## src/rtl/pipe_skid_stage.sv

```systemverilog
// Pipeline stage register with valid/ready handshake, 2-entry skid buffer and synchronous flush.
// Optional saturating downstream-stall counter enabled by defining PIPE_SKID_STALL_CNT_EN.
module pipe_skid_stage #(
    parameter int DATA_W = 32,
    parameter int CNT_W  = 16
) (
    input  logic              clk,
    input  logic              rst,
    input  logic              in_valid,
    output logic              in_ready,
    input  logic [DATA_W-1:0] in_data,
    output logic              out_valid,
    input  logic              out_ready,
    output logic [DATA_W-1:0] out_data,
    input  logic              flush,
    output logic [1:0]        occupancy,
    output logic [CNT_W-1:0]  stall_cnt
);

    typedef enum logic [1:0] {
        EMPTY = 2'd0,
        ONE   = 2'd1,
        TWO   = 2'd2
    } occ_e;

    occ_e              state, state_nxt;
    logic [DATA_W-1:0] main_q, skid_q;
    logic              accept, pop;
    logic              load_main, main_from_skid, load_skid;

    // Handshake outputs depend on state only, so a downstream stall never ripples upstream combinationally.
    assign out_valid = (state != EMPTY);
    assign in_ready  = (state != TWO);
    assign accept    = in_valid & in_ready;
    assign pop       = out_valid & out_ready;
    assign occupancy = state;
    assign out_data  = main_q;

    always_ff @(posedge clk or negedge rst) begin
        // NOTE: non-blocking assignments in clocked blocks so every flop samples pre-edge values.
        if (!rst) state <= EMPTY;
        else      state <= state_nxt;
    end

    always_comb begin
        // NOTE: every output of this block gets a default first, so no path leaves a latch behind.
        state_nxt      = state;
        load_main      = 1'b0;
        main_from_skid = 1'b0;
        load_skid      = 1'b0;
        case (state)
            EMPTY: begin
                if (accept) begin
                    load_main = 1'b1;
                    state_nxt = ONE;
                end
            end
            ONE: begin
                if (accept && pop) begin
                    load_main = 1'b1;
                end else if (pop) begin
                    state_nxt = EMPTY;
                end else if (accept) begin
                    load_skid = 1'b1;
                    state_nxt = TWO;
                end
            end
            TWO: begin
                if (pop) begin
                    main_from_skid = 1'b1;
                    state_nxt      = ONE;
                end
            end
            default: state_nxt = EMPTY;
        endcase
        // Squash overrides everything: incoming data is dropped, a same-cycle pop still happened downstream.
        if (flush) begin
            state_nxt      = EMPTY;
            load_main      = 1'b0;
            main_from_skid = 1'b0;
            load_skid      = 1'b0;
        end
    end

    always_ff @(posedge clk or negedge rst) begin
        // NOTE: payload registers are reset too, so out_data reads zero out of reset.
        if (!rst) begin
            main_q <= '0;
            skid_q <= '0;
        end else begin
            if (load_main)           main_q <= in_data;
            else if (main_from_skid) main_q <= skid_q;
            if (load_skid)           skid_q <= in_data;
        end
    end

`ifdef PIPE_SKID_STALL_CNT_EN
    logic [CNT_W-1:0] stall_q;

    // Saturating count of cycles the head entry waited on downstream; only reset clears it.
    always_ff @(posedge clk or negedge rst) begin
        if (!rst) begin
            stall_q <= '0;
        end else if (out_valid && !out_ready && (stall_q != {CNT_W{1'b1}})) begin
            stall_q <= stall_q + CNT_W'(1);
        end
    end

    assign stall_cnt = stall_q;
`else
    assign stall_cnt = '0;
`endif

endmodule
```

## config.mk

```make
export PLATFORM = sky130hd
export DESIGN_NAME = pipe_skid_stage
export DESIGN_NICKNAME = d
export VERILOG_FILES = /design/src/rtl/pipe_skid_stage.sv
export SDC_FILE = /design/constraint.sdc
export NUM_CORES = 1
export LEC_CHECK = 0
export BUFFER_PORTS_ARGS = -buffer_cell sky130_fd_sc_hd__buf_2
export CAP_MARGIN = 30
export CELL_PAD_IN_SITES_DETAIL_PLACEMENT = 0
export CELL_PAD_IN_SITES_GLOBAL_PLACEMENT = 1
export CORE_UTILIZATION = 38
export DETAILED_ROUTE_END_ITERATION = 8
export PLACE_DENSITY_LB_ADDON = 0.1
export SLEW_MARGIN = 20
export SYNTH_ARGS = -nofsm -noshare
export SYNTH_HDL_FRONTEND = slang
export SYNTH_SLANG_ARGS = --single-unit
```

## constraint.sdc

```tcl
create_clock -name clk -period 1.5 [get_ports clk]
set_clock_uncertainty 0.05 [all_clocks]
set_input_delay 0.15 -clock clk [delete_from_list [all_inputs] [get_ports clk]]
set_output_delay 0.15 -clock clk [all_outputs]
set_load 0.05 [all_outputs]
```

# Yosys cells after proc, flatten, opt, wreduce, memory -nomap -nowiden
# Cells that the tools add are included.
[op_classes] n_bitwise=2 n_eq_ne=7 mux=20 reduce_logical=5
[op_table] cell="two-way mux 32 bit" count=2
[op_table] cell="two-way mux 2 bit" count=6
[op_table] cell="two-way mux 1 bit" count=10
[op_table] cell="!= test 3 bit, second input constant" count=3
[op_table] cell="one-hot mux 2 bit (3 select lines)" count=1
[op_table] cell="!= test 4 bit, second input constant" count=1
[op_table] cell="AND reduction 4 bit" count=1
[op_table] cell="nonzero test 2 bit" count=2
[op_table] cell="AND 1 bit" count=2
[op_table] cell="== test 2 x 1 -> 1 bit, second input constant" count=1
[op_table] cell="== test 2 bit, second input constant" count=1
[op_table] cell="logical NOT 2 bit" count=1
[op_table] cell="!= test 2 bit, second input constant" count=1
[op_table] cell="one-hot mux 1 bit (2 select lines)" count=1
[op_table] cell="logical AND 1 bit" count=1
[totals] wordCells=37 register_bits=66 in_bits=37 output_inout_bits=52

# Longest topological paths before layout
# Gate-level depths: netlist of run 1.
[logic_depth] word_depth=7 mapped_depth=6 ltp_nobuf=4

# Worst setup path before layout of run 1
# OpenSTA, ideal clock, no wires.
[synth_path] path_kind="flip-flop to flip-flop" start="register state[1] (netlist: occupancy[1])" end="register main_q[10] (netlist: out_data[10])" path_stages_with_launch=6 t_required_ns=1.325 t_arrival_ns=1.789 setup_slack_ns=-0.464 setup_ns=0.125 path_cell_list="dfrtp_1 -> mux2i_1 -> nor2_1 -> o21bai_2 -> buf_2 -> mux2_2"
[synth_between] elab_chain_len=7 elab_cells_between_ends=17 cone_classes="eq/ne (3); mux (8); bitwise (2); reduce/logical (4)"
[synth_lines] item="start: declaration" line_no="26" text="occ_e state, state_nxt;"
[synth_lines] item="start signal: assignment" line_no="42" text="else state <= state_nxt;"
[synth_lines] item="!= test 2 bit / nonzero test 2 bit (equally long branches)" line_no="33, 32"
[synth_lines] item="AND 1 bit, on equally long branches" line_no="34, 35"
[synth_lines] item="logical AND 1 bit" line_no="59" text="if (accept && pop) begin"
[synth_lines] item="two-way mux 1 bit" line_no="59"
[synth_lines] item="one-hot mux 1 bit (2 select lines)" line_no="51" text="case (state)"
[synth_lines] item="two-way mux 1 bit" line_no="77" text="if (flush) begin"
[synth_lines] item="two-way mux 32 bit / nonzero test 2 bit (equally long branches)"
[synth_lines] item="end signal: assignment" line_no="91" text="if (load_main) main_q <= in_data;"
[synth_lines] item="end signal: assignment" line_no="92" text="else if (main_from_skid) main_q <= skid_q;"
[synth_lines] item="end: declaration" line_no="27" text="logic [DATA_W-1:0] main_q, skid_q;"
# Parallel ways exist; a longest one is shown, timed or not.
# A chain may end at the register's enable or synchronous reset.

# Final worst setup path of run 1
[layout_path] start="register state[1] (netlist: occupancy[1])" end="register main_q[20] (netlist: out_data[20])"
# The elaborated chain is that of the path after synthesis.

==> results of run 1 <==
[registers in the layout, summed over array words and instances, names as in the netlist]
| name | flops |
|---|---|
| skid_q | 32 |
| out_data | 32 |
| occupancy | 2 |
[final timing paths]
path,start,to,cells after the start
setup / recovery,occupancy[1],out_data[20],5
hold / removal,in_data[13],skid_q[13],2
setup reg to reg,occupancy[1],out_data[20],5
hold reg to reg,skid_q[5],skid_q[5],2
max in group asynchronous,rst,occupancy[0],3
min in group asynchronous,rst,out_data[28],3
[cell families (layout without fill, tap and decap cells)]
| kind of cell | Yosys count | count (layout) | synth area share |
|---|---|---|---|
| AO/OA/AOI/OAI | 6 | 6 | 0.0135 |
| buffers and inverters | 30 | 123 | 0.0646 |
| flip-flops | 66 | 66 | 0.523 |
| multiplexers | 94 | 94 | 0.368 |
| other | 1 | 16 | 0.00119 |
| AND/OR/NAND/NOR | 14 | 14 | 0.0301 |
[through the flow]
step	util	area, um2
2_1_floorplan	-	3270
3_3_place_gp	0.469	3700
3_5_place_dp	0.469	3700
4_1_cts	0.523	4120
5_1_grt	0.525	4140
6_report	0.525	4140
[Yosys cell counts]
cell type | n | area (um2)
buf_6 | 3 | 33.8
nand2b_1 | 2 | 12.5
dfrtp_1 | 66 | 1650
mux2_2 | 63 | 709
o21ai_0 | 2 | 10.0
buf_2 | 7 | 35.0
nor3b_4 | 1 | 18.8
buf_4 | 16 | 120
or2_2 | 1 | 6.26
nand3b_1 | 1 | 7.51
nand2_1 | 2 | 7.51
mux2_4 | 28 | 420
nor2_1 | 2 | 7.51
and3_2 | 1 | 7.51
mux2i_1 | 1 | 10.0
nand2_4 | 1 | 11.3
o221ai_1 | 1 | 8.76
o21bai_2 | 1 | 11.3
a21oi_1 | 1 | 5.00
nand3_1 | 2 | 10.0
conb_1 | 1 | 3.75
nor2b_1 | 1 | 6.26
a211oi_1 | 1 | 7.51
inv_1 | 4 | 15.0
mux2_1 | 2 | 22.5
[where the power goes]
part	internal [mW]	leakage [nW]	switching, mW
Clock	0.976	0.109	0.655
Combinational	1.09	1.16	1.79
Sequential	2.36	0.807	0.282
Total	4.43	2.08	2.73
[routing by layer]
| layer | global-route usage | up-vias | wire length [um] |
|---|---|---|---|
| met5 | 0 | - | 0 |
| met4 | 0.0423 | 0 | 30 |
| met3 | 0.0561 | 2 | 326 |
| met2 | 0.254 | 64 | 3010 |
| met1 | 0.161 | 975 | 2440 |
| li1 | - | 912 | - |
[cell type report]
type / instances / area (um2)
Inverter: 4 / 15.0
Clock buffer: 11 / 141
Tap cell: 102 / 128
Multi-Input combinational cell: 130 / 1400
Timing Repair Buffer: 103 / 726
Fill cell: 709 / 3750
Clock inverter: 5 / 77.6
Sequential cell: 66 / 1650
[timing repair]
item,in CTS,in global routing
buffers inserted,4,1
gates resized for setup,11,7
hold buffers,14,0
setup endpoints to repair,64,65
hold endpoints to repair,79,0
pin swaps,0,1
==> impl_metrics.toml, run 1 <==
[synth]
syn_area_um2 = 3160
synth_area_per_cell_um2 = 15.0
synth.distinct_cells = 25
synthCells = 211
seq_area_frac_synth = 0.523
yosys_warnings = 0
synth-seq-cells = 66

[floorplanning]
die_h_um = 93.2
die_x_um = 93.2
row_count = 32
core-area_um2 = 7890
num_io_pins = 89
initial_utilization = 0.401
die-area_um2 = 8680

[finish]
layout.nets = 351
drive_gt1_frac = 0.649
mostFrequentLayoutCells = "70 x buf_2, 64 x dfrtp_1, 61 x mux2_2"
area_growth_pct = 31.1
layout.cells.non_filler = 421
antennaDiodeCount = 0
final_common_cell = "buf_2"

[timing]
drv_slew = 0
holdWs_ps = 17.5
fmax_ghz = 0.592
worst_slack_ps = -189
fin_crit_sh = 1.13
rsz0062_at_grt = "yes"
finalSetupViolations = 54
tns_ps = -5820
hold_viol_final = 0
min_period_ps = 1690

[place]
io_buffers = 72
pre_cts_slack_ps = -173
dp_cells = 388
place_congestion = 0.691
hpwl_mm = 3.91

[grt]
grt_antenna_before_repair = 0
grt_max_degree = 67
grt_first_pass_wirelength_mm = 9.48
grt_pass1_vias = 1993
grt.total_usage = 0.144
grt-ovfl-total = 0

[clock_tree]
numCtsBuffers = 9
clkTransAtPathRegs_ps = 70
htreeDepth = 3
clock_latency_ps = 330
tritoncts = "built"
cts_sinks = 66
clk_path_buf_depth = 2
root_buffer = "clkbuf_8"

[detailed_routing]
dr_total_vias = 1953
drt_iter0_markers = 48
drc = 0
via_per_inst = 4.64
wl_per_cell_um = 13.8
firstDrtPassIters = 3
wl_mm = 5.81
ant_nets = 0

[critical_path]
cp_slowest_cell = "dfrtp_2"
criticalPathCategory = "reg -> reg"
path_common_cell = "mux2_4"
max_stage_delay_ps = 440
crit_required_ps = 1660
r2r_slack_ps = -190
worstPathMaxFanout = 22
cp-end-kind = "flop"
path_delay_family = "multiplexers"
critPathBufInv = 1
cp_cell_sequence = "nor3b_4, nand2_4, buf_12, mux2_4, mux2_4"
critPathLaunchType = "flop"
cp.arrival_ps = 1850

[hold_path]
min_path_type = "in -> reg"

[power_and_ir_drop]
leakage_nw = 2.08
power.total_mw = 7.16
power_density_nw_per_um2 = 1730
ir_drop_uv = 1110

[status]
status = "finished, violations left"
violations = "setup timing"

[flow_run]
maxCapViolCount = 0
No activity file was read; power rests on OpenSTA's default activity.
==> run 2, diff against run 1 <==
--- a/config.mk
+++ b/config.mk
@@ -11,7 +11,9 @@
 export CELL_PAD_IN_SITES_GLOBAL_PLACEMENT = 1
 export CORE_UTILIZATION = 38
 export DETAILED_ROUTE_END_ITERATION = 8
+export GPL_TIMING_DRIVEN = 0
 export PLACE_DENSITY_LB_ADDON = 0.1
+export SETUP_SLACK_MARGIN = 0.1
 export SLEW_MARGIN = 20
 export SYNTH_ARGS = -nofsm -noshare
 export SYNTH_HDL_FRONTEND = slang
==> impl_metrics.toml, run 2 (synthesis gave the netlist of run 1 again) <==
[power_and_ir_drop]
power.total_mw = 6.87
power_density_nw_per_um2 = 1580
leakage_nw = 2.19
ir_drop_uv = 887

[floorplanning]
row_count = 32
core-area_um2 = 7890
die_x_um = 93.2
initial_utilization = 0.401
die-area_um2 = 8680
die_h_um = 93.2
num_io_pins = 89

[place]
dp_cells = 401
io_buffers = 72
place_congestion = 0.673
hpwl_mm = 4.07

[clock_tree]
numCtsBuffers = 9
root_buffer = "clkbuf_8"
clk_path_buf_depth = 2
cts_sinks = 66
tritoncts = "built"
clkTransAtPathRegs_ps = 70
htreeDepth = 3
clock_latency_ps = 340

[timing]
fmax_ghz = 0.593
holdWs_ps = 13.8
min_period_ps = 1690
fin_crit_sh = 1.12
worst_slack_ps = -185
hold_viol_final = 0
drv_slew = 0
rsz0062_at_grt = "yes"
finalSetupViolations = 64

[critical_path]
criticalPathCategory = "reg -> reg"
path_delay_family = "multiplexers"
cp-end-kind = "flop"
timing.rr.end = "out_data[1]"
cp_cell_sequence = "nor3b_4, nand2_4, buf_6, mux2_4, mux2_2"
max_stage_delay_ps = 440
critPathBufInv = 1
worstPathMaxFanout = 10
cp.arrival_ps = 1850
crit_required_ps = 1670
critPathLaunchType = "flop"
r2r-start = "occupancy[1]"
cp_slowest_cell = "dfrtp_2"
reg2reg_depth = 5
r2r_slack_ps = -190

[hold_path]
hold_depth = 2
min-delay-start = "in_data[10]"
hold_end = "skid_q[10]"
min_path_type = "in -> reg"

[detailed_routing]
wl_mm = 6.04
dr_total_vias = 1994
drc = 0
firstDrtPassIters = 4
drt_iter0_markers = 32
ant_nets = 0
wl_per_cell_um = 13.6
via_per_inst = 4.49

[finish]
multi_input_comb_area_um2 = 1390
area_growth_pct = 37.5
drive_gt1_frac = 0.670
nFillCells = 675
ff_latch_area_um2 = 1650
antennaDiodeCount = 0
final_util = 0.551
mostFrequentLayoutCells = "68 x buf_2, 64 x dfrtp_1, 63 x mux2_2"
final_common_cell = "buf_2"
layout.cells.non_filler = 444
layout.nets = 374

[status]
status = "finished, violations left"
violations = "setup timing"

[grt]
grt_pass1_vias = 2088
grt_antenna_before_repair = 0
grt_max_degree = 52
grt.total_usage = 0.154
grt_first_pass_wirelength_mm = 10.2
grt-ovfl-total = 0

[flow_run]
maxCapViolCount = 0
==> run 2: cell count changes in the layout (fill, tap and decap cells not counted), sizes merged <==
cell,change
buf,+22
bufinv,-2
clkinv,+1
clkinvlp,+1
dlygate4sd3,+1
==> run 2: how the worst max path moves through the flow <==
stage	start	to	cells after the start
floorplan	occupancy[1]	out_data[16]	5
global placement	rst	occupancy[0]	1
detailed placement	occupancy[1]	out_data[27]	5
CTS	occupancy[1]	out_data[1]	5
global route	occupancy[1]	out_data[26]	5
finish	occupancy[1]	out_data[1]	5
==> run 2: report_power, final <==
group	internal (mW)	switching (mW)	total, mW
Combinational	1.12	1.80	2.92
Clock	0.636	0.672	1.31
Sequential	2.36	0.279	2.64
==> run 2: routing by layer <==
metal | GRT usage | up-vias | wire [um]
li1 | - | 964 | -
met4 | 0.0692 | 0 | 119
met2 | 0.251 | 56 | 2880
met3 | 0.0366 | 11 | 292
met5 | 0 | - | 0
met1 | 0.193 | 963 | 2740
==> run 2: through the flow <==
stage          worst slack, ps  cell area (um2)  setup TNS (ps)
2_1_floorplan             -255             3270           -9440
3_3_place_gp              -260             3760          -15680
3_5_place_dp              -233             3790           -7010
4_1_cts                   -212             4280           -7890
5_1_grt                   -245             4340          -10260
6_report                  -185             4340           -6340
==> run 2: cell type report <==
type / count / share of cell area
inverters: 4 / 0.00346
flip-flops and latches: 66 / 0.381
multi-input cells: 130 / 0.320
repair buffers: 100 / 0.168
well taps: 102 / 0.0294
clock buffers: 11 / 0.0326
plain buffers: 26 / 0.0591
clock inverters: 5 / 0.00691
==> run 2: repair_timing <==
item                                    4_1_cts  5_1_grt
hold buffers                                 15        0
setup buffers                                 8        1
endpoints found under the setup margin       61       68
pin swaps                                     2        1
hold endpoints to repair                     80        0
gates cloned                                  3        0
resized for setup                            12       16
==> run 3, diff against run 2 <==
--- a/config.mk
+++ b/config.mk
@@ -11,7 +11,8 @@
 export CELL_PAD_IN_SITES_GLOBAL_PLACEMENT = 1
 export CORE_UTILIZATION = 38
 export DETAILED_ROUTE_END_ITERATION = 8
-export GPL_TIMING_DRIVEN = 0
+export GPL_TIMING_DRIVEN = 1
+export HOLD_SLACK_MARGIN = 0.03
 export PLACE_DENSITY_LB_ADDON = 0.1
 export SETUP_SLACK_MARGIN = 0.1
 export SLEW_MARGIN = 20
==> impl_metrics.toml, run 3 (synthesis gave the netlist of run 1 again) <==
[status]
status = "finished, violations left"
violations = "setup timing"

[place]
dp_cells = 388
hpwl_mm = 3.85
placed_cell_area_um2 = 3700
io_buffers = 72
place_congestion = 0.800

[grt]
grt_max_degree = 67
grt-ovfl-total = 0
grt.total_usage = 0.149
grt_antenna_before_repair = 0
grt_pass1_vias = 1940
grt_first_pass_wirelength_mm = 9.72

[detailed_routing]
drc = 0
ant_nets = 0
drt_iter0_markers = 16
via_per_inst = 4.55
wl_mm = 6.16
dr_total_vias = 2000
firstDrtPassIters = 3
wl_per_cell_um = 14.0

[critical_path]
cp_cell_sequence = "buf_6, buf_4, buf_6, or2_4, buf_8"
path_common_cell = "buf_6"
critPathLaunchType = "flop"
cp.arrival_ps = 1500
cp-end-kind = "primary output"
critPathBufInv = 4
crit_required_ps = 1300
path_delay_family = "buffers and inverters"
worstPathMaxFanout = 3
cp_slowest_cell = "dfrtp_2"
max_stage_delay_ps = 430
criticalPathCategory = "reg -> out"

[floorplanning]
die_x_um = 93.2
die-area_um2 = 8680
die_h_um = 93.2
row_count = 32
num_io_pins = 89
initial_utilization = 0.401
core-area_um2 = 7890

[finish]
layout.nets = 372
area_growth_pct = 39.6
mostFrequentLayoutCells = "69 x buf_2, 64 x dfrtp_1, 61 x mux2_2"
final_area_um2 = 4410
ff_latch_area_um2 = 1650
final_common_cell = "buf_2"
drive_gt1_frac = 0.642
layout.cells.non_filler = 440
nFillCells = 671
multi_input_comb_area_um2 = 1420
final_util = 0.559
antennaDiodeCount = 0

[timing]
tns_ps = -7850
fmax_ghz = 0.590
min_period_ps = 1700
fin_crit_sh = 1.13
rsz0062_at_grt = "yes"
drv_slew = 0
finalSetupViolations = 60
worst_slack_ps = -196
hold_viol_final = 0

[power_and_ir_drop]
leakage_nw = 2.20
power_density_nw_per_um2 = 1580
ir_drop_uv = 851

[clock_tree]
cts_sinks = 66
clock_latency_ps = 320
clkTransAtPathRegs_ps = 70
tritoncts = "built"
htreeDepth = 3
root_buffer = "clkbuf_8"
clk_path_buf_depth = 2
numCtsBuffers = 9

[hold_path]
min_path_type = "in -> reg"

[flow_run]
maxCapViolCount = 0
==> run 3: area by class of cell <==
| cell class | instances | share of cell area |
|---|---|---|
| Timing Repair Buffer | 124 | 0.230 |
| Tap cell | 102 | 0.0289 |
| Clock inverter | 2 | 0.00284 |
| Multi-Input combinational cell | 130 | 0.322 |
| Inverter | 4 | 0.00340 |
| Clock buffer | 12 | 0.0374 |
| Sequential cell | 66 | 0.375 |
==> run 3: where the power goes <==
part           total (mW)  internal (mW)  switching [mW]
Clock                1.35          0.715           0.636
Combinational        2.95           1.14            1.81
Sequential           2.65           2.36           0.286
Total                6.95           4.22            2.73
==> run 3: timing repair <==
action                                  CTS  global route
pin swaps                                 1             1
hold endpoints to repair                 91             1
hold buffers                             26             1
cloned                                    3             0
endpoints found under the setup margin   64            66
resized for setup                        14            18
buffers inserted                          3             6
==> run 3: path summary, 6_finish.rpt <==
kind                              start            to  slack (ps)  cells after the start
hold / removal              in_data[31]    skid_q[31]          40                      2
min in group asynchronous           rst    skid_q[28]         310                      3
setup reg to reg           occupancy[1]  out_data[23]        -180                      6
hold reg to reg             out_data[8]   out_data[8]         440                      1
max in group asynchronous           rst  occupancy[1]         770                      3
setup / recovery           occupancy[1]     out_valid        -200                      5
==> run 3: worst reg2reg max path, stage by stage, from the launching register on <==
cell and delay, ps:
dfrtp_2 430, buf_6 130, mux2i_1 140, nor2_1 90, o21bai_4 180, buf_12 190, mux2_2 360
==> run 3: layer usage <==
layer  up-vias  part of all wire  track usage
met1       981              0.46        0.197
met3         6             0.041       0.0325
met5         -                 0            0
li1        959                 -            -
met4         0            0.0093       0.0538
met2        54              0.49        0.239
==> run 3: per-stage QoR <==
stage	hold slack, ps	worst slack [ps]	power [mW]
5_1_grt	33.2	-248	7.32
3_3_place_gp	156	-179	5.49
3_5_place_dp	153	-208	5.54
2_1_floorplan	-196	-255	4.92
6_report	40.8	-196	6.95
4_1_cts	30.9	-186	6.99
